File: src/rtl/gpu_rect_fill_if.sv
// Command and framebuffer port-2 signals of the rectangle fill engine.
// The slave modport is the fill engine's view; master is the view of the
// surrounding system (command requester plus framebuffer port 2).
interface gpu_rect_fill_if;
  logic       cmd_valid;
  logic       cmd_ready;
  logic [8:0] cmd_x;
  logic [7:0] cmd_y;
  logic [8:0] cmd_w;
  logic [7:0] cmd_h;
  logic       cmd_value;
  logic       cmd_xor;
  logic       busy;
  logic       done;
  logic [8:0] ram_x;
  logic [7:0] ram_y;
  logic       ram_enable_read;
  logic       ram_read_value;
  logic       ram_enable_write;
  logic       ram_write_value;

  modport slave (
    input  cmd_valid, cmd_x, cmd_y, cmd_w, cmd_h, cmd_value, cmd_xor,
    input  ram_read_value,
    output cmd_ready, busy, done,
    output ram_x, ram_y, ram_enable_read, ram_enable_write, ram_write_value
  );

  modport master (
    output cmd_valid, cmd_x, cmd_y, cmd_w, cmd_h, cmd_value, cmd_xor,
    output ram_read_value,
    input  cmd_ready, busy, done,
    input  ram_x, ram_y, ram_enable_read, ram_enable_write, ram_write_value
  );
endinterface

File: src/rtl/gpu_rect_fill.sv
// Rectangle fill engine driving framebuffer port 2.
// Accepts one command, clips it to the screen, then writes every pixel of
// the rectangle in row-major order, one pixel per cycle.
// Optional feature macro: GPU_FILL_XOR_EN. When defined, a command with
// cmd_xor=1 does a read-modify-write per pixel (RD then WR) and writes
// old ^ value. When undefined, cmd_xor is ignored and no reads are issued.
module gpu_rect_fill #(
  parameter int WIDTH  = 320,
  parameter int HEIGHT = 200
) (
  input  logic           clk,
  input  logic           rst,
  gpu_rect_fill_if.slave bus
);

  localparam logic [9:0] WIDTH_C  = 10'(WIDTH);
  localparam logic [8:0] HEIGHT_C = 9'(HEIGHT);

`ifdef GPU_FILL_XOR_EN
  typedef enum logic [2:0] {S_IDLE, S_FILL, S_DONE, S_RD, S_WR} state_t;
`else
  typedef enum logic [2:0] {S_IDLE, S_FILL, S_DONE} state_t;
`endif

  state_t     state_q, state_d;
  logic [8:0] x_q, x_d;
  logic [7:0] y_q, y_d;
  logic [8:0] xStart_q, xStart_d;
  logic [8:0] xLast_q, xLast_d;
  logic [7:0] yLast_q, yLast_d;
  logic       value_q, value_d;
`ifdef GPU_FILL_XOR_EN
  logic       xorMode_q, xorMode_d;
`endif

  logic [9:0] sumX, xEnd;
  logic [8:0] sumY, yEnd;
  logic [8:0] xLastNew;
  logic [7:0] yLastNew;
  logic       cmdEmpty;
  logic       lastCol;
  logic       lastPixel;

  // Clip the incoming command against the screen edge; the sums are one bit
  // wider than the coordinates so a rectangle hanging off the edge cannot wrap.
  always_comb begin
    sumX     = {1'b0, bus.cmd_x} + {1'b0, bus.cmd_w};
    sumY     = {1'b0, bus.cmd_y} + {1'b0, bus.cmd_h};
    xEnd     = (sumX > WIDTH_C)  ? WIDTH_C  : sumX;
    yEnd     = (sumY > HEIGHT_C) ? HEIGHT_C : sumY;
    cmdEmpty = ({1'b0, bus.cmd_x} >= xEnd) || ({1'b0, bus.cmd_y} >= yEnd);
    xLastNew = 9'(xEnd - 10'd1);
    yLastNew = 8'(yEnd - 9'd1);
    lastCol   = (x_q == xLast_q);
    lastPixel = lastCol && (y_q == yLast_q);
  end

  // State register and datapath registers; reset aborts any fill at once.
  always_ff @(posedge clk or posedge rst) begin
    if (rst) begin
      state_q   <= S_IDLE;
      x_q       <= '0;
      y_q       <= '0;
      xStart_q  <= '0;
      xLast_q   <= '0;
      yLast_q   <= '0;
      value_q   <= 1'b0;
`ifdef GPU_FILL_XOR_EN
      xorMode_q <= 1'b0;
`endif
    end else begin
      state_q   <= state_d;
      x_q       <= x_d;
      y_q       <= y_d;
      xStart_q  <= xStart_d;
      xLast_q   <= xLast_d;
      yLast_q   <= yLast_d;
      value_q   <= value_d;
`ifdef GPU_FILL_XOR_EN
      xorMode_q <= xorMode_d;
`endif
    end
  end

  // Next-state logic: latch the command in IDLE, then walk the clipped
  // rectangle; the cursor x_q/y_q is the address presented to the framebuffer.
  always_comb begin
    state_d   = state_q;
    x_d       = x_q;
    y_d       = y_q;
    xStart_d  = xStart_q;
    xLast_d   = xLast_q;
    yLast_d   = yLast_q;
    value_d   = value_q;
`ifdef GPU_FILL_XOR_EN
    xorMode_d = xorMode_q;
`endif
    case (state_q)
      S_IDLE: begin
        if (bus.cmd_valid) begin
          xStart_d  = bus.cmd_x;
          xLast_d   = xLastNew;
          yLast_d   = yLastNew;
          value_d   = bus.cmd_value;
`ifdef GPU_FILL_XOR_EN
          xorMode_d = bus.cmd_xor;
`endif
          if (cmdEmpty) begin
            state_d = S_DONE;
          end else begin
            x_d = bus.cmd_x;
            y_d = bus.cmd_y;
`ifdef GPU_FILL_XOR_EN
            state_d = bus.cmd_xor ? S_RD : S_FILL;
`else
            state_d = S_FILL;
`endif
          end
        end
      end
      S_FILL: begin
        if (lastPixel) begin
          state_d = S_DONE;
        end else if (lastCol) begin
          x_d = xStart_q;
          y_d = y_q + 8'd1;
        end else begin
          x_d = x_q + 9'd1;
        end
      end
`ifdef GPU_FILL_XOR_EN
      S_RD: begin
        state_d = S_WR;
      end
      S_WR: begin
        if (lastPixel) begin
          state_d = S_DONE;
        end else begin
          state_d = S_RD;
          if (lastCol) begin
            x_d = xStart_q;
            y_d = y_q + 8'd1;
          end else begin
            x_d = x_q + 9'd1;
          end
        end
      end
`endif
      S_DONE: begin
        state_d = S_IDLE;
      end
      default: begin
        state_d = S_IDLE;
      end
    endcase
  end

  // Outputs decoded from the registered state; addresses come straight from
  // the cursor registers so they hold their last value while idle.
  always_comb begin
    bus.cmd_ready        = (state_q == S_IDLE);
    bus.done             = (state_q == S_DONE);
    bus.ram_x            = x_q;
    bus.ram_y            = y_q;
`ifdef GPU_FILL_XOR_EN
    bus.busy             = (state_q == S_FILL) || (state_q == S_RD) || (state_q == S_WR);
    bus.ram_enable_read  = (state_q == S_RD);
    bus.ram_enable_write = (state_q == S_FILL) || (state_q == S_WR);
    if (state_q == S_FILL) begin
      bus.ram_write_value = value_q;
    end else if (state_q == S_WR) begin
      bus.ram_write_value = bus.ram_read_value ^ value_q;
    end else begin
      bus.ram_write_value = 1'b0;
    end
`else
    bus.busy             = (state_q == S_FILL);
    bus.ram_enable_read  = 1'b0;
    bus.ram_enable_write = (state_q == S_FILL);
    bus.ram_write_value  = (state_q == S_FILL) ? value_q : 1'b0;
`endif
  end

`ifndef GPU_FILL_XOR_EN
  // Without read-modify-write the XOR request and read data have no consumer.
  logic unusedInputs;
  assign unusedInputs = bus.cmd_xor ^ bus.ram_read_value;
`endif

endmodule

File: src/flat_wrapper.sv
// flat-port wrapper written by rule: the top's interface ports become plain ports
module gpu_rect_fill_flat 
#(
  parameter int WIDTH  = 320,
  parameter int HEIGHT = 200
)
  (clk, rst, bus_cmd_valid, bus_cmd_x, bus_cmd_y, bus_cmd_w, bus_cmd_h, bus_cmd_value, bus_cmd_xor, bus_ram_read_value, bus_cmd_ready, bus_busy, bus_done, bus_ram_x, bus_ram_y, bus_ram_enable_read, bus_ram_enable_write, bus_ram_write_value);
  gpu_rect_fill_if bus_i ();
  input  logic clk;
  input  logic rst;
  input wire logic [$bits(bus_i.cmd_valid)-1:0] bus_cmd_valid;
  input wire logic [$bits(bus_i.cmd_x)-1:0] bus_cmd_x;
  input wire logic [$bits(bus_i.cmd_y)-1:0] bus_cmd_y;
  input wire logic [$bits(bus_i.cmd_w)-1:0] bus_cmd_w;
  input wire logic [$bits(bus_i.cmd_h)-1:0] bus_cmd_h;
  input wire logic [$bits(bus_i.cmd_value)-1:0] bus_cmd_value;
  input wire logic [$bits(bus_i.cmd_xor)-1:0] bus_cmd_xor;
  input wire logic [$bits(bus_i.ram_read_value)-1:0] bus_ram_read_value;
  output wire logic [$bits(bus_i.cmd_ready)-1:0] bus_cmd_ready;
  output wire logic [$bits(bus_i.busy)-1:0] bus_busy;
  output wire logic [$bits(bus_i.done)-1:0] bus_done;
  output wire logic [$bits(bus_i.ram_x)-1:0] bus_ram_x;
  output wire logic [$bits(bus_i.ram_y)-1:0] bus_ram_y;
  output wire logic [$bits(bus_i.ram_enable_read)-1:0] bus_ram_enable_read;
  output wire logic [$bits(bus_i.ram_enable_write)-1:0] bus_ram_enable_write;
  output wire logic [$bits(bus_i.ram_write_value)-1:0] bus_ram_write_value;
  assign bus_i.cmd_valid = bus_cmd_valid;
  assign bus_i.cmd_x = bus_cmd_x;
  assign bus_i.cmd_y = bus_cmd_y;
  assign bus_i.cmd_w = bus_cmd_w;
  assign bus_i.cmd_h = bus_cmd_h;
  assign bus_i.cmd_value = bus_cmd_value;
  assign bus_i.cmd_xor = bus_cmd_xor;
  assign bus_i.ram_read_value = bus_ram_read_value;
  assign bus_cmd_ready = bus_i.cmd_ready;
  assign bus_busy = bus_i.busy;
  assign bus_done = bus_i.done;
  assign bus_ram_x = bus_i.ram_x;
  assign bus_ram_y = bus_i.ram_y;
  assign bus_ram_enable_read = bus_i.ram_enable_read;
  assign bus_ram_enable_write = bus_i.ram_enable_write;
  assign bus_ram_write_value = bus_i.ram_write_value;
  gpu_rect_fill #(.WIDTH(WIDTH), .HEIGHT(HEIGHT)) u_core (.clk(clk), .rst(rst), .bus(bus_i));
endmodule
File: config.mk
export PLATFORM = sky130hd
export DESIGN_NAME = gpu_rect_fill_flat
export DESIGN_NICKNAME = d
export VERILOG_FILES = /design/src/rtl/gpu_rect_fill_if.sv /design/src/rtl/gpu_rect_fill.sv /design/src/flat_wrapper.sv
export SDC_FILE = /design/constraint.sdc
export NUM_CORES = 1
export LEC_CHECK = 0
export CORE_MARGIN = 2
export CORE_UTILIZATION = 50
export DETAILED_ROUTE_END_ITERATION = 6
export PLACE_DENSITY = 0.78
export SYNTH_ARGS = -nofsm -noshare
export SYNTH_HDL_FRONTEND = slang
export SYNTH_SLANG_ARGS = --single-unit
File: constraint.sdc
create_clock -name clk -period 2.21 [get_ports clk]
set_input_delay 0.442 -clock clk [delete_from_list [all_inputs] [get_ports clk]]
set_output_delay 0.442 -clock clk [all_outputs]
set_load 0.02 [all_outputs]
; ---- After elaboration in Yosys (flattened, before gate mapping)
; Cells that the tools add are included.
[classes]
add_sub_neg = 6
order_cmp = 4
n_eq_ne = 9
mux = 17
n_reduce_logical = 8
[op_table]
columns = op, count
row1 = $mux W9, 5
row2 = $mux W8, 4
row3 = $pmux W9 S2, 1
row4 = $pmux W8 S2, 1
row5 = $add A9 B9 Y10, 1
row6 = $ge A9 B10 Y1, 1
row7 = $gt A10 B9 Y1 const B, 1
row8 = $mux W10, 1
row9 = $add A8 B8 Y9, 1
row10 = $add A9 B1 Y9 const B, 1
row11 = $eq A9 B9 Y1, 1
row12 = $ge A8 B9 Y1, 1
row13 = $gt A9 B8 Y1 const B, 1
row14 = $sub A9 B1 Y9 const B, 1
row15 = $add A8 B1 Y8 const B, 1
row16 = $eq A8 B8 Y1, 1
row17 = $sub A8 B1 Y8 const B, 1
row18 = $mux W3, 2
row19 = $ne A2 B2 Y1 const B, 3
row20 = $pmux W3 S2, 1
row21 = $reduce_and A5 Y1, 1
row22 = $ne A2 B1 Y1 const B, 2
row23 = $reduce_and A2 Y1, 2
row24 = $reduce_and A4 Y1, 1
row25 = other kinds (8), 8
[totals]
regBits = 47
in_bits = 40
out_inout_bits = 23
elab_cells = 51

; ---- Logic depth before layout (Yosys ltp)
[depth]
word_depth = 8
mapped_depth = 21
depth_no_buf = 19

; ---- Worst setup path after synthesis
; No wires, ideal clock.
[synth_timing]
kind = input to register
from = input port bus_cmd_w[0]
to = register u_core.y_q[0], in the netlist u_core.bus.ram_y[0]
setup_ns = 0.121
arrival_time_ns = 4.502
required_ns = 2.089
path_slack_ns = -2.413
path_stages = 19
path_buffers = 1
path_cell_list = ha_1 -> fa_1 -> xor2_1 -> or3_1 -> o41a_1 -> o21a_1 -> nor2_1 -> buf_2 -> nand2_1 -> ha_1 -> a21o_1 -> a21o_1 -> a21oi_1 -> o22ai_1 -> nor4_1 -> o32a_2 -> nand3_4 -> or2_1 -> a22o_1
[synth_between]
elab_chain_len = 7
[synth_lines]
columns = element, line_no
row1 = "start, declared", flat_wrapper.sv:14  ; input wire logic [$bits(bus_i.cmd_w)-1:0] bus_cmd_w;
row2 = $add A9 B9 Y10 (*), gpu_rect_fill.sv:47  ; sumX = {1'b0, bus.cmd_x} + {1'b0, bus.cmd_w};
row3 = $gt A10 B9 Y1, gpu_rect_fill.sv:49  ; xEnd = (sumX > WIDTH_C) ? WIDTH_C : sumX;
row4 = $mux W10 (*), gpu_rect_fill.sv:49
row5 = $ge A9 B10 Y1 (*), gpu_rect_fill.sv:51  ; cmdEmpty = ({1'b0, bus.cmd_x} >= xEnd) || ({1'b0, bus.cmd_y} >= yEnd);
row6 = $logic_or A1 B1 Y1 (*), gpu_rect_fill.sv:51
row7 = $ne A2 B2 Y1 (no source line) (*), n/a
row8 = $reduce_and A5 Y1 (no source line) (*), n/a
row9 = "end signal, assigned", gpu_rect_fill.sv:74  ; y_q <= y_d;
row10 = "end, declared", gpu_rect_fill.sv:27  ; logic [7:0] y_q, y_d;
; Every way passes the cells marked *; elsewhere a longest branch is shown, timed or not.
; A chain may end at the register's enable or synchronous reset.

; ---- Worst setup path in the final report
[layout_timing]
from = input port bus_cmd_x[1]
to = register u_core.y_q[0], in the netlist u_core.bus.ram_y[0]
[layout_between]
elab_chain_len = 7
[layout_lines]
columns = element, line_no
row1 = "start, declared", flat_wrapper.sv:12  ; input wire logic [$bits(bus_i.cmd_x)-1:0] bus_cmd_x;
row2 = $add A9 B9 Y10, gpu_rect_fill.sv:47
row3 = $gt A10 B9 Y1, gpu_rect_fill.sv:49
row4 = $mux W10, gpu_rect_fill.sv:49
row5 = $ge A9 B10 Y1 (*), gpu_rect_fill.sv:51
row6 = $logic_or A1 B1 Y1 (*), gpu_rect_fill.sv:51
row7 = $ne A2 B2 Y1 (no source line) (*), n/a
row8 = $reduce_and A5 Y1 (no source line) (*), n/a
; Marks and branches as above.

==> summary.txt <==
CTS Root Cell: clkbuf_8
count leader, synth: nand2_1
largest net degree at the start of global routing: 47
RSZ-0062 raised after global routing: yes
Crit Path Category: in2reg
n_diodes: 0
fin nets: 751
largest fanout on the critical path: 7
Synth top cells by count: nand2_1 (78), dfrtp_1 (46), nor2_1 (45)
clock-pin slew on the worst setup and hold paths: 0.10 ns
Peak VDD IR: 0.000518 V
area grow syn2layout: 64.5%
Leak: 2.88 nW
per-cell routed wire length: 22.3 um
final worst slack: -2.13 ns
Post-synth ARST share: 1.00
failing checks: negative setup slack
first-pass GRT wire length: 23200 um
Clock Skews: 0.00817 ns
1st-iter DRT viols: 587
final setup fails: 36
syn_area_per_cell: 8.02 um^2
CTS sink cnt: 46
post-route ant nets: 0
share of cells above drive strength 1: 0.372
FILL cells: 390
ys flop type: dfrtp_1
via count: 5021
io pins: 63
Starting Density: 0.514
CTS tree: yes
Max Cap Violations: 0
sequential area share after synthesis: 0.291
Worst Hold Class: in2async
Synth Register Bits: 46
Final Max Tran Viols: 0
Die ar.: 8640 um^2
GRT Total Usage: 0.339
Warnings, synthesis: 0
initial antenna violation count: 0
fin crit period: 4.34 ns
core area: 7690 um^2
Worst Setup Start Kind: input pin
Post-synth EDFFs: 0
RePlAce Congestion: 0.935
CTS H-tree lvls: 2
pre-CTS WS: -2.75 ns
count of input and output buffers: 59
final wirelength: 17300 um
Critical Path RT: 2.41 ns
Max Fclk: 230 MHz
vias in the first global route: 4784
Yosys top cell area share: 0.291
Mapped Nets: 571
HPWL Detailed: 9490 um
Worst R2R Path Depth: 10
TritonCTS Buffers: 5
synth unique cells: 63
CP Data Arrival Time: 4.55 ns
Remaining Overflow, GRT: 0
status: finished with violations
Mapped Cells: 493
r2r endpoint: u_core.bus.ram_y[3]
DR pass1 iterations: 7
power per cell area: 1100 nW/um^2
Die Width: 92.9 um
Clock Path Buffers: 2
reg2reg start: u_core.bus.ram_x[8]
synthesized cell area: 3950 um^2
Worst R2R Setup Slack: -0.24 ns
Vias/cell: 6.47
hold_ws: 0.482 ns
Cell Rows: 32
largest area contributor in the netlist: dfrtp_1
crit end category: flip-flop
dpl cells: 739
Final Cycle Share: 1.97
worst skew pair latency: 0.31 ns
Final Non-Filler Cells: 776
Die H: 92.9 um
Post-route DRC: 0
ranking of synthesized cells by area: dfrtp_1 (29%), ha_1 (11%), nand2_1 (7.4%)
Final Hold Vio Count: 0
hold_buf cts: 0
final cells by class:
class / count / area (um^2) / area share
clock buffer: 5 / 68.8 / 0.0106
clock inverter: 3 / 68.8 / 0.0106
inverter: 15 / 58.8 / 0.00904
multi-input combinational: 410 / 3310 / 0.510
sequential: 46 / 1150 / 0.177
tap: 102 / 128 / 0.0196
timing repair buffer: 195 / 1710 / 0.263
metal layers:
layer	up-vias	GRT usage	wire [um]
met5	-	0	0
met4	0	0.157	1140
met3	124	0.0570	1440
met2	375	0.580	8220
met1	2403	0.415	6530
li1	2119	-	-
power by group:
| group | switching, W | internal [W] |
|---|---|---|
| clock network | 0.000320 | 0.000453 |
| registers | 0.000372 | 0.00125 |
| logic | 0.00253 | 0.00222 |
| total | 0.00323 | 0.00392 |
state kept, by name, summed over array words and instances, names as in the netlist:
signal,count
u_core.bus.ram_y,8
u_core.bus.ram_x,9
u_core.yLast_q,8
u_core.xLast_q,9
u_core.value_q,1
u_core.state_q,2
u_core.xStart_q,9
stage by stage:
step / total power (W) / area (um^2) / utilization / setup TNS (ns)
after detailed placement: 0.00531 / 5540 / 0.721 / -71.53
after global routing: 0.00746 / 6500 / 0.846 / -54.79
after global placement: 0.00517 / 5540 / 0.721 / -68.28
after floorplan: 0.00378 / 4090 / - / -46.83
after CTS: 0.00655 / 6210 / 0.808 / -43.88
final: 0.00714 / 6500 / 0.846 / -52.27
repair_timing:
action                                  CTS  global route
cloned                                    1             0
buffers inserted                         16            16
endpoints found under the setup margin   37            38
resized for setup                       139            42
pin swaps                                54            35
worst max path at each step:
stage / to / slack (ns) / from / cells after the start
final: u_core.bus.ram_y[0] / -2.13 / bus_cmd_x[1] / 19
after global routing: u_core.bus.ram_y[0] / -2.22 / bus_cmd_x[0] / 19
after CTS: u_core.bus.ram_y[0] / -1.87 / bus_cmd_x[0] / 19
after detailed placement: u_core.bus.ram_y[4] / -2.75 / bus_cmd_w[0] / 20
after global placement: u_core.bus.ram_y[0] / -2.61 / bus_cmd_w[0] / 19
after floorplan: u_core.bus.ram_y[0] / -2.14 / bus_cmd_w[0] / 19
worst max-delay path: stages:
cell     delay [ns]
buf_2          0.12
buf_6          0.12
fa_2           0.39
xor2_2         0.20
or3_4          0.38
o41a_1         0.40
o21a_2         0.26
nor2_4         0.17
nand2_4        0.09
ha_4           0.22
a21o_1         0.16
a21o_1         0.19
a21oi_2        0.15
o22ai_2        0.08
nor4_2         0.29
o32a_2         0.25
nand3_4        0.12
or2_4          0.29
a22o_1         0.23
layout by cell type (no fill, tap or decap), types with 3 or more instances in the layout:
cell | Yosys | routed
dlygate4sd2_1 | 0 | 12
a21o_1 | 9 | 9
a21oi_2 | 1 | 10
xor2_2 | 0 | 3
a211o_1 | 3 | 3
xnor2_1 | 25 | 25
nand2_4 | 0 | 5
a31oi_1 | 5 | 4
xor2_1 | 19 | 16
buf_2 | 4 | 4
clkbuf_8 | 0 | 5
o21ai_1 | 17 | 22
nand3_1 | 16 | 12
nor2_1 | 45 | 39
and2_1 | 6 | 6
inv_1 | 14 | 12
clkdlybuf4s50_1 | 0 | 35
ha_4 | 0 | 17
nor3_2 | 0 | 3
o22ai_1 | 5 | 4
o21ai_0 | 18 | 8
a2bb2oi_1 | 4 | 3
nand3_2 | 0 | 4
o21ai_2 | 0 | 5
buf_8 | 0 | 3
buf_6 | 0 | 18
a21oi_1 | 40 | 29
dlymetal6s2s_1 | 0 | 4
dfrtp_1 | 46 | 45
nand4_1 | 10 | 10
nor3_1 | 9 | 4
ha_1 | 36 | 17
nor2_4 | 0 | 4
buf_4 | 2 | 116
nand2_1 | 78 | 72
cells by family (layout without fill, tap and decap cells):
logic type | after synthesis | in the layout | synth area share
AO/OA/AOI/OAI | 135 | 135 | 0.222
XOR/XNOR | 44 | 44 | 0.0975
adder cells (fa/ha/maj) | 38 | 38 | 0.124
buffers and inverters | 37 | 218 | 0.0383
flip-flops | 46 | 46 | 0.291
multiplexers | 2 | 2 | 0.00506
other | 1 | 1 | 0.000948
AND/OR/NAND/NOR | 190 | 190 | 0.222
No activity file was read; power rests on OpenSTA's default activity.
